===== config.mk =====
export PLATFORM = sky130hd
export DESIGN_NAME = uart_prog_loader
export DESIGN_NICKNAME = d
export VERILOG_FILES = /design/src/rtl/ibtida_loader_pkg.sv /design/src/rtl/uart_rx_byte.sv /design/src/rtl/uart_prog_loader.sv
export SDC_FILE = /design/constraint.sdc
export NUM_CORES = 1
export LEC_CHECK = 0
export ABC_AREA = 1
export BUFFER_PORTS_ARGS = -buffer_cell sky130_fd_sc_hd__buf_4
export CORE_ASPECT_RATIO = 1.4
export CORE_MARGIN = 4
export CORE_UTILIZATION = 50
export CTS_CLUSTER_SIZE = 14
export DETAILED_ROUTE_END_ITERATION = 7
export PLACE_DENSITY = 0.71
export REMOVE_ABC_BUFFERS = 1
export SYNTH_ARGS = -nofsm -noshare
export SYNTH_HDL_FRONTEND = slang
export SYNTH_SLANG_ARGS = --single-unit

===== constraint.sdc =====
create_clock -name wb_clk_i -period 4.55 [get_ports wb_clk_i]
set_clock_uncertainty 0.1 [all_clocks]
set_input_delay 0.91 -clock wb_clk_i [delete_from_list [all_inputs] [get_ports wb_clk_i]]
set_output_delay 0.91 -clock wb_clk_i [all_outputs]
set_load 0.05 [all_outputs]

===== src/rtl/ibtida_loader_pkg.sv =====
// ibtida_loader_pkg
// Shared types and constants for the UART program loader.
//   loader_state_t : top-level loader FSM states
//   rx_state_t     : byte receiver FSM states
//   EOP_WORD_DEF   : default end-of-program marker (never written to memory)
//   BIT_CNT_W      : bit-period counter width for the default baud divisor
//   bit_cnt_w()    : same width for any CLKS_PER_BIT
package ibtida_loader_pkg;

  typedef enum logic [1:0] {
    L_RESET,
    L_RECV,
    L_WRITE,
    L_DONE
  } loader_state_t;

  typedef enum logic [1:0] {
    R_IDLE,
    R_START,
    R_DATA,
    R_STOP
  } rx_state_t;

  localparam logic [31:0] EOP_WORD_DEF     = 32'h0000_0FFF;
  localparam int          CLKS_PER_BIT_DEF = 87;
  localparam int          BIT_CNT_W        = $clog2(CLKS_PER_BIT_DEF);

  // Counter only ever holds 0..CLKS_PER_BIT-1, so clog2 is always wide enough.
  function automatic int bit_cnt_w(input int clks_per_bit);
    return $clog2(clks_per_bit);
  endfunction

endpackage


===== src/rtl/uart_rx_byte.sv =====
// uart_rx_byte
// 8N1 UART byte receiver with a 2-flop input synchronizer.
// Ports:
//   i_clk        in   clock
//   i_srst       in   synchronous active-high reset
//   i_rx         in   serial input, idle high
//   o_byte_valid out  1-cycle pulse, o_byte_data holds the received byte
//   o_byte_data  out  received byte (LSB first on the wire)
//   o_frame_err  out  1-cycle pulse when the stop bit samples low
module uart_rx_byte
  import ibtida_loader_pkg::*;
#(
  parameter int CLKS_PER_BIT = CLKS_PER_BIT_DEF
) (
  input  logic       i_clk,
  input  logic       i_srst,
  input  logic       i_rx,
  output logic       o_byte_valid,
  output logic [7:0] o_byte_data,
  output logic       o_frame_err
);

  localparam int CNT_W = bit_cnt_w(CLKS_PER_BIT);
  localparam logic [CNT_W-1:0] HALF_LAST = CNT_W'(CLKS_PER_BIT / 2 - 1);
  localparam logic [CNT_W-1:0] FULL_LAST = CNT_W'(CLKS_PER_BIT - 1);

  logic             r_sync1, r_sync2;
  logic             r_armed;
  rx_state_t        r_state, w_state_next;
  logic [CNT_W-1:0] r_cnt;
  logic [2:0]       r_bit;
  logic [7:0]       r_shift;
  logic             r_valid, r_ferr;
  logic             w_tick;

  // Start bit is re-checked half a bit in; every later sample is a full bit apart.
  assign w_tick = (r_state == R_START) ? (r_cnt == HALF_LAST) : (r_cnt == FULL_LAST);

  always_comb begin
    w_state_next = r_state;
    case (r_state)
      R_IDLE:  if (r_armed && !r_sync2) w_state_next = R_START;
      R_START: if (w_tick) w_state_next = r_sync2 ? R_IDLE : R_DATA;
      R_DATA:  if (w_tick && (r_bit == 3'd7)) w_state_next = R_STOP;
      R_STOP:  if (w_tick) w_state_next = R_IDLE;
      default: w_state_next = R_IDLE;
    endcase
  end

  always_ff @(posedge i_clk) begin
    if (i_srst) begin
      r_sync1 <= 1'b1;
      r_sync2 <= 1'b1;
      r_armed <= 1'b0;
      r_state <= R_IDLE;
      r_cnt   <= '0;
      r_bit   <= '0;
      r_shift <= '0;
      r_valid <= 1'b0;
      r_ferr  <= 1'b0;
    end else begin
      r_sync1 <= i_rx;
      r_sync2 <= r_sync1;
      r_state <= w_state_next;
      r_valid <= 1'b0;
      r_ferr  <= 1'b0;

      if (r_state == R_IDLE) begin
        r_cnt <= '0;
        r_bit <= '0;
        // After a frame (especially a bad one) the line must be seen high
        // before a new start bit is accepted.
        if (r_sync2) r_armed <= 1'b1;
      end else if (w_tick) begin
        r_cnt <= '0;
      end else begin
        r_cnt <= r_cnt + 1'b1;
      end

      if ((r_state == R_DATA) && w_tick) begin
        r_shift <= {r_sync2, r_shift[7:1]};
        r_bit   <= r_bit + 3'd1;
      end

      if ((r_state == R_STOP) && w_tick) begin
        r_armed <= 1'b0;
        if (r_sync2) r_valid <= 1'b1;
        else         r_ferr  <= 1'b1;
      end
    end
  end

  assign o_byte_valid = r_valid;
  assign o_byte_data  = r_shift;
  assign o_frame_err  = r_ferr;

endmodule


===== src/rtl/uart_prog_loader.sv =====
// uart_prog_loader
// Boot loader: receives UART bytes, packs little-endian 32-bit words and
// writes them to sequential instruction-memory addresses, holding the core
// in reset until the end-of-program word arrives.
// Ports:
//   wb_clk_i      in   clock
//   wb_rst_i      in   synchronous active-high reset
//   rx_i          in   UART serial input, idle high
//   ready_o       out  loader accepting bytes
//   imem_we_o     out  one-cycle write strobe
//   imem_addr_o   out  word address
//   imem_wdata_o  out  write data
//   core_rst_o    out  core reset, high until loading completes
//   done_o        out  end-of-program seen (sticky)
//   err_o         out  framing error or overflow seen (sticky)
module uart_prog_loader
  import ibtida_loader_pkg::*;
#(
  parameter int          CLKS_PER_BIT = CLKS_PER_BIT_DEF,
  parameter int          ADDR_W       = 8,
  parameter logic [31:0] EOP_WORD     = EOP_WORD_DEF
) (
  input  logic              wb_clk_i,
  input  logic              wb_rst_i,
  input  logic              rx_i,
  output logic              ready_o,
  output logic              imem_we_o,
  output logic [ADDR_W-1:0] imem_addr_o,
  output logic [31:0]       imem_wdata_o,
  output logic              core_rst_o,
  output logic              done_o,
  output logic              err_o
);

  logic          w_byte_valid;
  logic [7:0]    w_byte_data;
  logic          w_frame_err;

  loader_state_t     r_state, w_state_next;
  logic              r_boot;
  logic              r_full;
  logic              r_err;
  logic [1:0]        r_bcnt;
  logic [31:0]       r_word;
  logic [31:0]       w_word_ins;
  logic [ADDR_W-1:0] r_addr;
  logic              w_last_byte;
  logic              w_is_eop;

  uart_rx_byte #(
    .CLKS_PER_BIT(CLKS_PER_BIT)
  ) u_rx (
    .i_clk       (wb_clk_i),
    .i_srst      (wb_rst_i),
    .i_rx        (rx_i),
    .o_byte_valid(w_byte_valid),
    .o_byte_data (w_byte_data),
    .o_frame_err (w_frame_err)
  );

  // Word as it would look with the incoming byte dropped into lane r_bcnt;
  // lets the EOP compare see the complete word in the same cycle.
  genvar gi;
  generate
    for (gi = 0; gi < 4; gi++) begin : g_lane
      assign w_word_ins[8*gi +: 8] = (r_bcnt == 2'(gi)) ? w_byte_data : r_word[8*gi +: 8];
    end
  endgenerate

  assign w_last_byte = (r_state == L_RECV) && w_byte_valid && (r_bcnt == 2'd3);
  assign w_is_eop    = (w_word_ins == EOP_WORD);

  always_comb begin
    w_state_next = r_state;
    case (r_state)
      L_RESET: if (!r_boot) w_state_next = L_RECV;
      // r_full: memory already filled, so any further data word ends loading.
      L_RECV:  if (w_last_byte) w_state_next = (w_is_eop || r_full) ? L_DONE : L_WRITE;
      L_WRITE: w_state_next = L_RECV;
      L_DONE:  w_state_next = L_DONE;
      default: w_state_next = L_RESET;
    endcase
  end

  always_ff @(posedge wb_clk_i) begin
    if (wb_rst_i) begin
      r_state <= L_RESET;
      r_boot  <= 1'b1;
      r_full  <= 1'b0;
      r_err   <= 1'b0;
      r_bcnt  <= '0;
      r_word  <= '0;
      r_addr  <= '0;
    end else begin
      r_state <= w_state_next;
      // r_boot stretches L_RESET to one full cycle after reset release.
      r_boot  <= 1'b0;

      if (r_state == L_RECV) begin
        if (w_frame_err) begin
          r_err  <= 1'b1;
          r_bcnt <= '0;
        end else if (w_byte_valid) begin
          r_word <= w_word_ins;
          r_bcnt <= r_bcnt + 2'd1;
          if (w_last_byte && !w_is_eop && r_full) r_err <= 1'b1;
        end
      end

      if (r_state == L_WRITE) begin
        r_addr <= r_addr + 1'b1;
        if (&r_addr) r_full <= 1'b1;
      end
    end
  end

  assign ready_o      = (r_state == L_RECV) || (r_state == L_WRITE);
  assign imem_we_o    = (r_state == L_WRITE);
  assign imem_addr_o  = r_addr;
  assign imem_wdata_o = r_word;
  assign core_rst_o   = (r_state != L_DONE);
  assign done_o       = (r_state == L_DONE);
  assign err_o        = r_err;

endmodule


# Word level (Yosys, flattened, before mapping)
# Cells that the tools add are included.
[classes]
n_addsub = 4
n_eq_ne = 20
n_mux = 25
bitwise = 2
reduce_logical = 28
[op_table]
columns = ["operator", "count"]
rows = [
  ["equality test 32 x 12 -> 1 bit, second input constant", 1],
  ["two-way mux 8 bit", 4],
  ["two-way mux 2 bit", 9],
  ["one-hot mux 2 bit (4 select lines)", 2],
  ["equality test 2 bit, second input constant", 6],
  ["AND reduction 9 bit", 1],
  ["adder 8 x 1 -> 8 bit, second input constant", 1],
  ["logical AND 1 bit", 8],
  ["two-way mux 1 bit", 8],
  ["inequality test 2 x 1 -> 1 bit, second input constant", 4],
  ["adder 7 x 1 -> 7 bit, second input constant", 1],
  ["equality test 7 x 6 -> 1 bit, second input constant", 1],
  ["equality test 7 bit, second input constant", 1],
  ["equality test 2 x 1 -> 1 bit, second input constant", 3],
  ["logical NOT 2 bit", 3],
  ["two-way mux 3 bit", 2],
  ["inequality test 2 bit, second input constant", 3],
  ["AND reduction 2 bit", 3],
  ["AND reduction 3 bit", 2],
  ["nonzero test 2 bit", 3],
  ["AND reduction 4 bit", 1],
  ["OR reduction 2 bit", 2],
  ["adder 3 x 1 -> 3 bit, second input constant", 1],
  ["equality test 3 bit, second input constant", 1],
  ["other kinds (5)", 8],
]
[word_totals]
ff_bits = 72
inputBits = 3
output_inout_bits = 45

# Logic depth before layout (Yosys ltp)
# Gate-level depths: netlist (run 1).
[logic_depth]
depth_word = 9
ltp_mapped = 13

# Cells and area by module
# A second synthesis (run 1) with hierarchy kept.
[unflattened]
cells_unflattened = 508
hier_area_um2 = 3609.7
[modules_own_cells]
columns = ["mod", "instances", "cells_per_inst", "area_each_um2"]
rows = [
  ["uart_prog_loader", 1, 372, 2516.2],
  ["uart_rx_byte", 1, 136, 1093.5],
]

# Worst setup path before layout (run 1)
# No wires, ideal clock.
[synth_path]
kind = "register to output"
startpoint = "register r_state[0]"
endpoint = "output port core_rst_o"
arrival_ns = 1.214
required_ns = 3.540
path_slack_ns = 2.326
stages_incl_launch_ff = 3
path_buffers = 0
path_cell_list = "dfxtp_1 ha_1 inv_1"
[synth_between]
elab_chain_cells = 1
[synth_rtl]
columns = ["item", "line_no", "source"]
rows = [
  ["start: declaration", "uart_prog_loader.sv:39", "loader_state_t r_state, w_state_next;"],
  ["start signal: assignment", "uart_prog_loader.sv:95", "r_state <= w_state_next;"],
  ["inequality test 2 bit", "uart_prog_loader.sv:121", "assign core_rst_o = (r_state != L_DONE);"],
  ["end: declaration", "uart_prog_loader.sv:30", "output logic core_rst_o,"],
]
# No other way between the ends.

# Worst setup path after layout (run 1)
[layout_path]
startpoint = "input port wb_rst_i"
endpoint = "register u_rx.r_cnt[4]"
[layout_between]
elab_chain_cells = 1
[layout_rtl]
columns = ["item", "line_no", "source"]
rows = [
  ["start: declaration", "uart_prog_loader.sv:24", "input logic wb_rst_i,"],
  ["OR reduction 3 bit (no line)", "-", ""],
  ["end signal: assignment", "uart_rx_byte.sv:77", "r_cnt <= r_cnt + 1'b1;"],
  ["end: declaration", "uart_rx_byte.sv:30", "logic [CNT_W-1:0] r_cnt;"],
]
# No other way between the ends.
# A chain may end at the register's enable or synchronous reset.

==> metrics.md, run 1 <==
| Metric | Value |
|---|---|
| Worst-Margin Slew | 1.074 ns |
| Standard-cell rows | 36 |
| Synth Area per Inst | 6.769 um2 |
| Mux cell area share after synthesis | 0 |
| Clock Sinks | between 70 and 80 |
| Layout area overhead | 17.95% |
| Die Footprint | about 0.0085 mm2 |
| Routability Congestion | 0.8998 |
| Critical path arrival | 2.52 ns |
| Insertion delay to the later sink of the worst-skew pair | 0.36 ns |
| TritonCTS buffer count | 9 |
| Most frequent cells after synthesis | 146 x nand2_1, 73 x inv_1, 72 x dfxtp_1 |
| Largest net degree at the start of global routing | 46 |
| Initial antenna violation count | 0 |
| Die Span Y | 107.5 um |
| Post-cts resize count | 0 |
| Worst EP required | 4.72 ns |
| Synth Register Bits | 72 |
| Max clock buf depth | 2 |
| Synth Area in Simple Gates | 0.2762 |
| Unique masters post-synth | 28 |
| Fraction of layout cells with a size suffix above 1 | 0.1340 |
| Xor/xnor cell area share of the yosys netlist | 0.007436 |
| Grt ovf | 0 |
| Final Hold Vio Count | 0 |
| Pwr Density | 355.7 mW/mm2 |
| First-pass GRT wire length | 13.86 mm |
| Setup TNS | 0 ns |
| Crit Path Class | in -> reg |
| Drt drc | 0 |
| DRT iter0 DRCs | about 190 |
| Root buffer cell | clkbuf_8 |
| Routed Antenna Nets | 0 |
| Final Setup Violations | 0 |
| CP Launch Type | input port |
| Post-synth top area cell | dfxtp_1 |
| CORE AREA | 0.006937 mm2 |
| Drt wl/cell | 12.18 um |
| Chip width | a little under 80 um |
| Worst Setup End Kind | flop |
| Hold Path Class | reg -> reg |
| Final WL | 8.066 mm |
| Ys async rst share | 0 |
| Most common cell in the netlist | nand2_1 |
| Sequential share of the synthesized area | 0.4079 |
| Tmin final | between 2 and 2.5 ns |
| Main combinational cell family by area after synthesis | simple AND/OR/NAND/NOR gates |
| Synth Warn # | 0 |
| Fin nets | just under 600 |
| Slew Viols, Final | 0 |
| Vias in the first global route | 3108 |
| Fin crit share | 0.5173 |
| RSZ-0062 raised after global routing | false |
| Synth Cell Area | 0.003533 mm2 |
| Crit path max fanout | a little over 40 |
| DRT Pass-1 Iters | 5 |
| Antenna diode count | 0 |
| CTS tree | done |
| Synth Area in Compound Gates | 0.1586 |
| Leak pwr | approximately 1.9 nW |
| Area post-placement | 0.003925 mm2 |
| Post-route core utilization | 0.6008 |
| CTS H-Tree Depth | 3 |
| Status | completed |
| Port Buffers | 47 |
| Hold-fix buffers, CTS | 0 |
| Fmax | ~420 MHz |
| Post-synth EDFFs | 0 |
| GR Util All Layers | 0.2041 |
| Post-synthesis adder-cell area fraction | 0.04603 |
| Starting Density | 0.5094 |
| Worst vdd ir | between 150 and 200 uV |
| Vias | 3333 |
| Final HPWL from detailed placement | 5.843 mm |
| Post-route cell area | 0.004168 mm2 |
| Worst-path clk slew | 0.07 ns |
| Slew margin rel. | 0.2835 |
| I/O pins | 48 |
| Max Cap Viol | 0 |
| Synth Instances | 522 |
| Synth top area share | 0.4079 |
| Post-CTS Setup Repair Bufs | 0 |
| Synth area leaders | dfxtp_1 41%, nand2_1 16%, inv_1 7.8% |
| Dominant synthesized flop cell | dfxtp_1 |
| Via density | 5.035 |
==> sequential cells by signal, summed over array words and instances (netlist names), named ones only <==
| name | count |
|---|---|
| imem_wdata_o | 32 |
| imem_addr_o | 8 |
| u_rx.o_byte_data | 8 |
| u_rx.r_cnt | 7 |
| u_rx.r_bit | 3 |
| r_bcnt | 2 |
| r_state | 2 |
| err_o | 1 |
| r_boot | 1 |
| r_full | 1 |
| u_rx.o_byte_valid | 1 |
| u_rx.o_frame_err | 1 |
| u_rx.r_armed | 1 |
| u_rx.r_state | 1 |
| u_rx.r_sync1 | 1 |
| u_rx.r_sync2 | 1 |
==> cell families after synthesis <==
group | Yosys count
AO/OA/AOI/OAI | 103
buffers and inverters | 93
XOR/XNOR | 3
adder cells (fa/ha/maj) | 13
flip-flops | 72
AND/OR/NAND/NOR | 238
==> report_power, final <==
group / internal, mW / switching (mW)
clock: 0.365 / 0.250
sequential: 0.648 / 0.0182
combinational: 0.0598 / 0.142
total: 1.07 / 0.410
==> final cells by class <==
cell class	count	area, um2
fill	701	2769
multi-input combinational	357	1725
sequential	72	1441
timing repair buffer	48	360.3
inverter	74	279.0
clock buffer	9	123.9
clock inverter	7	118.9
tap	95	118.9
==> stage by stage <==
stage	hold WS [ns]	total power, mW	setup WS (ns)	instances
after global routing	0.3245	1.553	1.947	662
after floorplan	0.2895	0.8305	2.078	503
after detailed placement	0.3002	0.8846	1.803	646
after global placement	0.2951	0.8786	1.888	646
final	0.3134	1.482	2.196	662
after CTS	0.3186	1.499	2.178	662
==> final timing paths <==
path / start / end / slack [ns] / depth (start not counted)
worst min-delay path: u_rx.r_sync1 / u_rx.r_sync2 / 0.31 / 1
worst min register to register: u_rx.r_sync1 / u_rx.r_sync2 / 0.31 / 1
worst max register to register: r_state[1] / imem_wdata_o[28] / 2.32 / 8
worst max-delay path: wb_rst_i / u_rx.r_cnt[4] / 2.20 / 4
==> critical path, stage by stage <==
cell and delay [ns]:
buf_4 0.22, inv_1 0.82, nand3_2 0.31, nor3b_1 0.25
==> per-layer routing <==
metal  global-route usage  part of all wire  vias up
li1                     -                 -     1745
met1               0.2526              0.44     1483
met2               0.3301              0.48       82
met3              0.04355             0.049       23
met4               0.1069             0.034        0
met5                    0                 0        -
==> cells in the final DEF (no fill, tap or decap), types with 2 or more instances in the layout <==
cell type   count
a211oi_1       10
a21oi_1        37
a21oi_2         2
a31oi_1         8
and3_1          2
buf_4          48
bufinv_16       3
clkbuf_8        9
clkinv_2        2
clkinvlp_4      2
dfxtp_1        72
ha_1           13
inv_1          73
nand2_1       146
nand2_2         4
nand3_1        14
nor2_1         49
nor3_1         15
o21ai_0        45
or2_2           2
xor2_1          2
Power figures use the tool's default switching activity.
==> run 2, diff against run 1 <==
Clock period 4.55 ns to 2.4 ns, I/O delays scaled along.
==> run 2 against run 1 <==
Worst setup slack worse by 1.9 ns. Count of clock-buffer cells in the layout up 2. Critical path type is now reg -> reg. Combinational power up 91%. Global-route usage up 0.37 points. Hold slack worse by 0.11 ns. First-iteration DRC count unchanged. Die area unchanged.
==> metrics.md, run 2 (synthesis gave the netlist of run 1 again) <==
| Metric | Value |
|---|---|
| Critical path arrival | 2.26 ns (was 2.52 ns) |
| Die Footprint | 0.008495 mm2 (unchanged) |
| Hold Path Class | in -> reg (was reg -> reg) |
| M3 GR Usage | 0.03769 (was 0.04355) |
| Fmax | 484.3 MHz |
| Crit path max fanout | 11 (was 41) |
| Tmin final | 2.065 ns |
| Fraction of layout cells with a size suffix above 1 | 0.1353 (was 0.1340) |
| Final WL | 8.437 mm (was 8.066 mm) |
| Worst vdd ir | 407.6 uV (was 193.7 uV) |
| CP Launch Type | flop (was input port) |
| TritonCTS buffer count | 9 (unchanged) |
| Insertion delay to the later sink of the worst-skew pair | 0.36 ns (about the same) |
| Drt drc | 0 (unchanged) |
| CTS tree | done (unchanged) |
| Reg2reg start | r_bcnt[1] (was r_state[1]) |
| R2r setup slk | 0.34 ns (was 2.32 ns) |
| Met1 global-route usage | 0.2574 (was 0.2526) |
| Fin crit share | 0.8603 |
| Pwr Density | 632.3 mW/mm2 (was 355.7 mW/mm2) |
| First-pass GRT wire length | 13.77 mm (was 13.86 mm) |
| Worst-Margin Slew | 0.6679 ns (was 1.074 ns) |
| CORE AREA | 0.006937 mm2 (unchanged) |
| Worst Hold Path Cells | 2 (was 1) |
| Slew Viols, Final | 0 (unchanged) |
| R2r worst-path depth | 11 (was 8) |
| Clock Sinks | 72 (unchanged) |
| Antenna diode count | 0 (unchanged) |
| Vias | 3355 (was 3333) |
| Commonest cells after routing, fill and taps aside | 146 x nand2_1, 73 x inv_1, 72 x dfxtp_1 (unchanged) |
| Max Cap Viol | 0 (unchanged) |
| Min-delay src | rx_i (was u_rx.r_sync1) |
| Setup TNS | 0 ns (unchanged) |
| Hold-fix buffers, CTS | 0 (unchanged) |
| Grt ovf | 0 (unchanged) |
| Fill count | 691 (was 701) |
| Final Hold Vio Count | 0 (unchanged) |
| Commonest non-fill, non-tap cell in the layout | nand2_1 (unchanged) |
| Setup ws final | 0.3352 ns (was 2.196 ns) |
| Largest net degree at the start of global routing | 33 (was 46) |
| Crit Path Class | reg -> reg (was in -> reg) |
| Worst Setup End Kind | flop (unchanged) |
| Critical path capture point | r_state[0] (was u_rx.r_cnt[4]) |
| Gr busiest metal | met2 (unchanged) |
| Post-CTS Setup Repair Bufs | 0 (unchanged) |
| RSZ-0062 raised after global routing | false (unchanged) |
| I/O pins | 48 (unchanged) |
| Routability Congestion | 0.9400 (was 0.8998) |
| Starting Density | 0.5094 (unchanged) |
| Post-cts resize count | 0 (unchanged) |
| RR Endpoint | r_state[0] (was imem_wdata_o[28]) |
| Vias in the first global route | 3039 (was 3108) |
| Slew margin rel. | 0.5543 (was 0.2835) |
| Chip width | 79.05 um (unchanged) |
| Fin nets | 580 (was 578) |
| Largest register FFs | 32 (unchanged) |
| Launch point of the worst path | r_bcnt[1] (was wb_rst_i) |
| Root buffer cell | clkbuf_8 (unchanged) |
| CTS H-Tree Depth | 3 (unchanged) |
| Drt wl/cell | 12.71 um (was 12.18 um) |
| Port Buffers | 47 (unchanged) |
| DRT Pass-1 Iters | 4 (was 5) |
| Hold Slack | 0.2072 ns (was 0.3134 ns) |
| Status | completed (unchanged) |
| Placed Instances | 648 (was 646) |
| Standard-cell rows | 36 (unchanged) |
| GR Util All Layers | 0.2078 (was 0.2041) |
| Worst-path clk slew | 0.08 ns (was 0.07 ns) |
| Routed Antenna Nets | 0 (unchanged) |
| Via density | 5.053 (was 5.035) |
| Final HPWL from detailed placement | 6.199 mm (was 5.843 mm) |
| Max clock buf depth | 2 (unchanged) |
| Initial antenna violation count | 0 (unchanged) |
| Place WS | 0.4089 ns (was 1.803 ns) |
| Layout area overhead | 17.10% (was 17.95%) |
| DRT iter0 DRCs | 187 (unchanged) |
| Final Setup Violations | 0 (unchanged) |
| Worst EP required | 2.59 ns (was 4.72 ns) |
| Leak pwr | 1.927 nW (was 1.933 nW) |
| Met2 usage | 0.3434 (was 0.3301) |
| Non-Filler Instances | 664 (was 662) |
| Die Span Y | 107.5 um (unchanged) |
==> run 2: cell types whose count changed in the layout (fill, tap and decap cells not counted) <==
cell / before / now
inv_6: 1 / 0
buf_4: 48 / 50
clkinv_4: 0 / 1
clkbuf_1: 0 / 1
clkbuf_8: 9 / 10
clkinv_2: 2 / 3
bufinv_16: 3 / 1
clkinvlp_4: 2 / 1
==> run 2: metrics by stage <==
step | util | total power [mW] | instance area [um2]
CTS | 0.5965 | 2.633 | 4138
finish | 0.5965 | 2.616 | 4138
global route | 0.5965 | 2.718 | 4138
floorplan | - | 1.574 | 3446
global placement | 0.5680 | 1.669 | 3940
detailed placement | 0.5680 | 1.676 | 3940
==> run 2: worst max-delay path, cell delays in order, from the launching register on <==
cell and delay [ns]:
dfxtp_1 0.39, inv_1 0.08, ha_1 0.32, inv_1 0.26, nand2_1 0.09, nand2_1 0.08, inv_1 0.06, nor3_1 0.23
nand2_1 0.08, nor2_1 0.09, nand2_1 0.09, a21oi_1 0.12
==> run 2: where the power goes <==
part / total (mW) / internal [mW] / switching, mW
clock network: 0.969 / 0.507 / 0.463
logic: 0.385 / 0.114 / 0.272
registers: 1.26 / 1.23 / 0.0327
==> run 2: metal layers <==
metal,vias up,wire length [um]
li1,1749,-
met1,1517,3752
met2,73,4095
met3,16,371
met4,0,217
met5,-,0
==> run 2: worst min path at each step <==
stage                   endpoint  slack, ns
detailed placement  u_rx.r_sync2       0.30
CTS                 u_rx.r_sync1       0.19
finish              u_rx.r_sync1       0.21
global route        u_rx.r_sync1       0.20
floorplan           u_rx.r_sync2       0.29
global placement    u_rx.r_sync2       0.29
==> run 2: layout make-up <==
cell class / instances / area, um2 / share of cell area
well taps: 95 / 118.9 / 0.02873
flip-flops and latches: 72 / 1441 / 0.3484
repair buffers: 50 / 375.4 / 0.09072
clock buffers: 11 / 141.4 / 0.03417
multi-input cells: 357 / 1725 / 0.4170
inverters: 74 / 279.0 / 0.06743
clock inverters: 5 / 56.30 / 0.01361
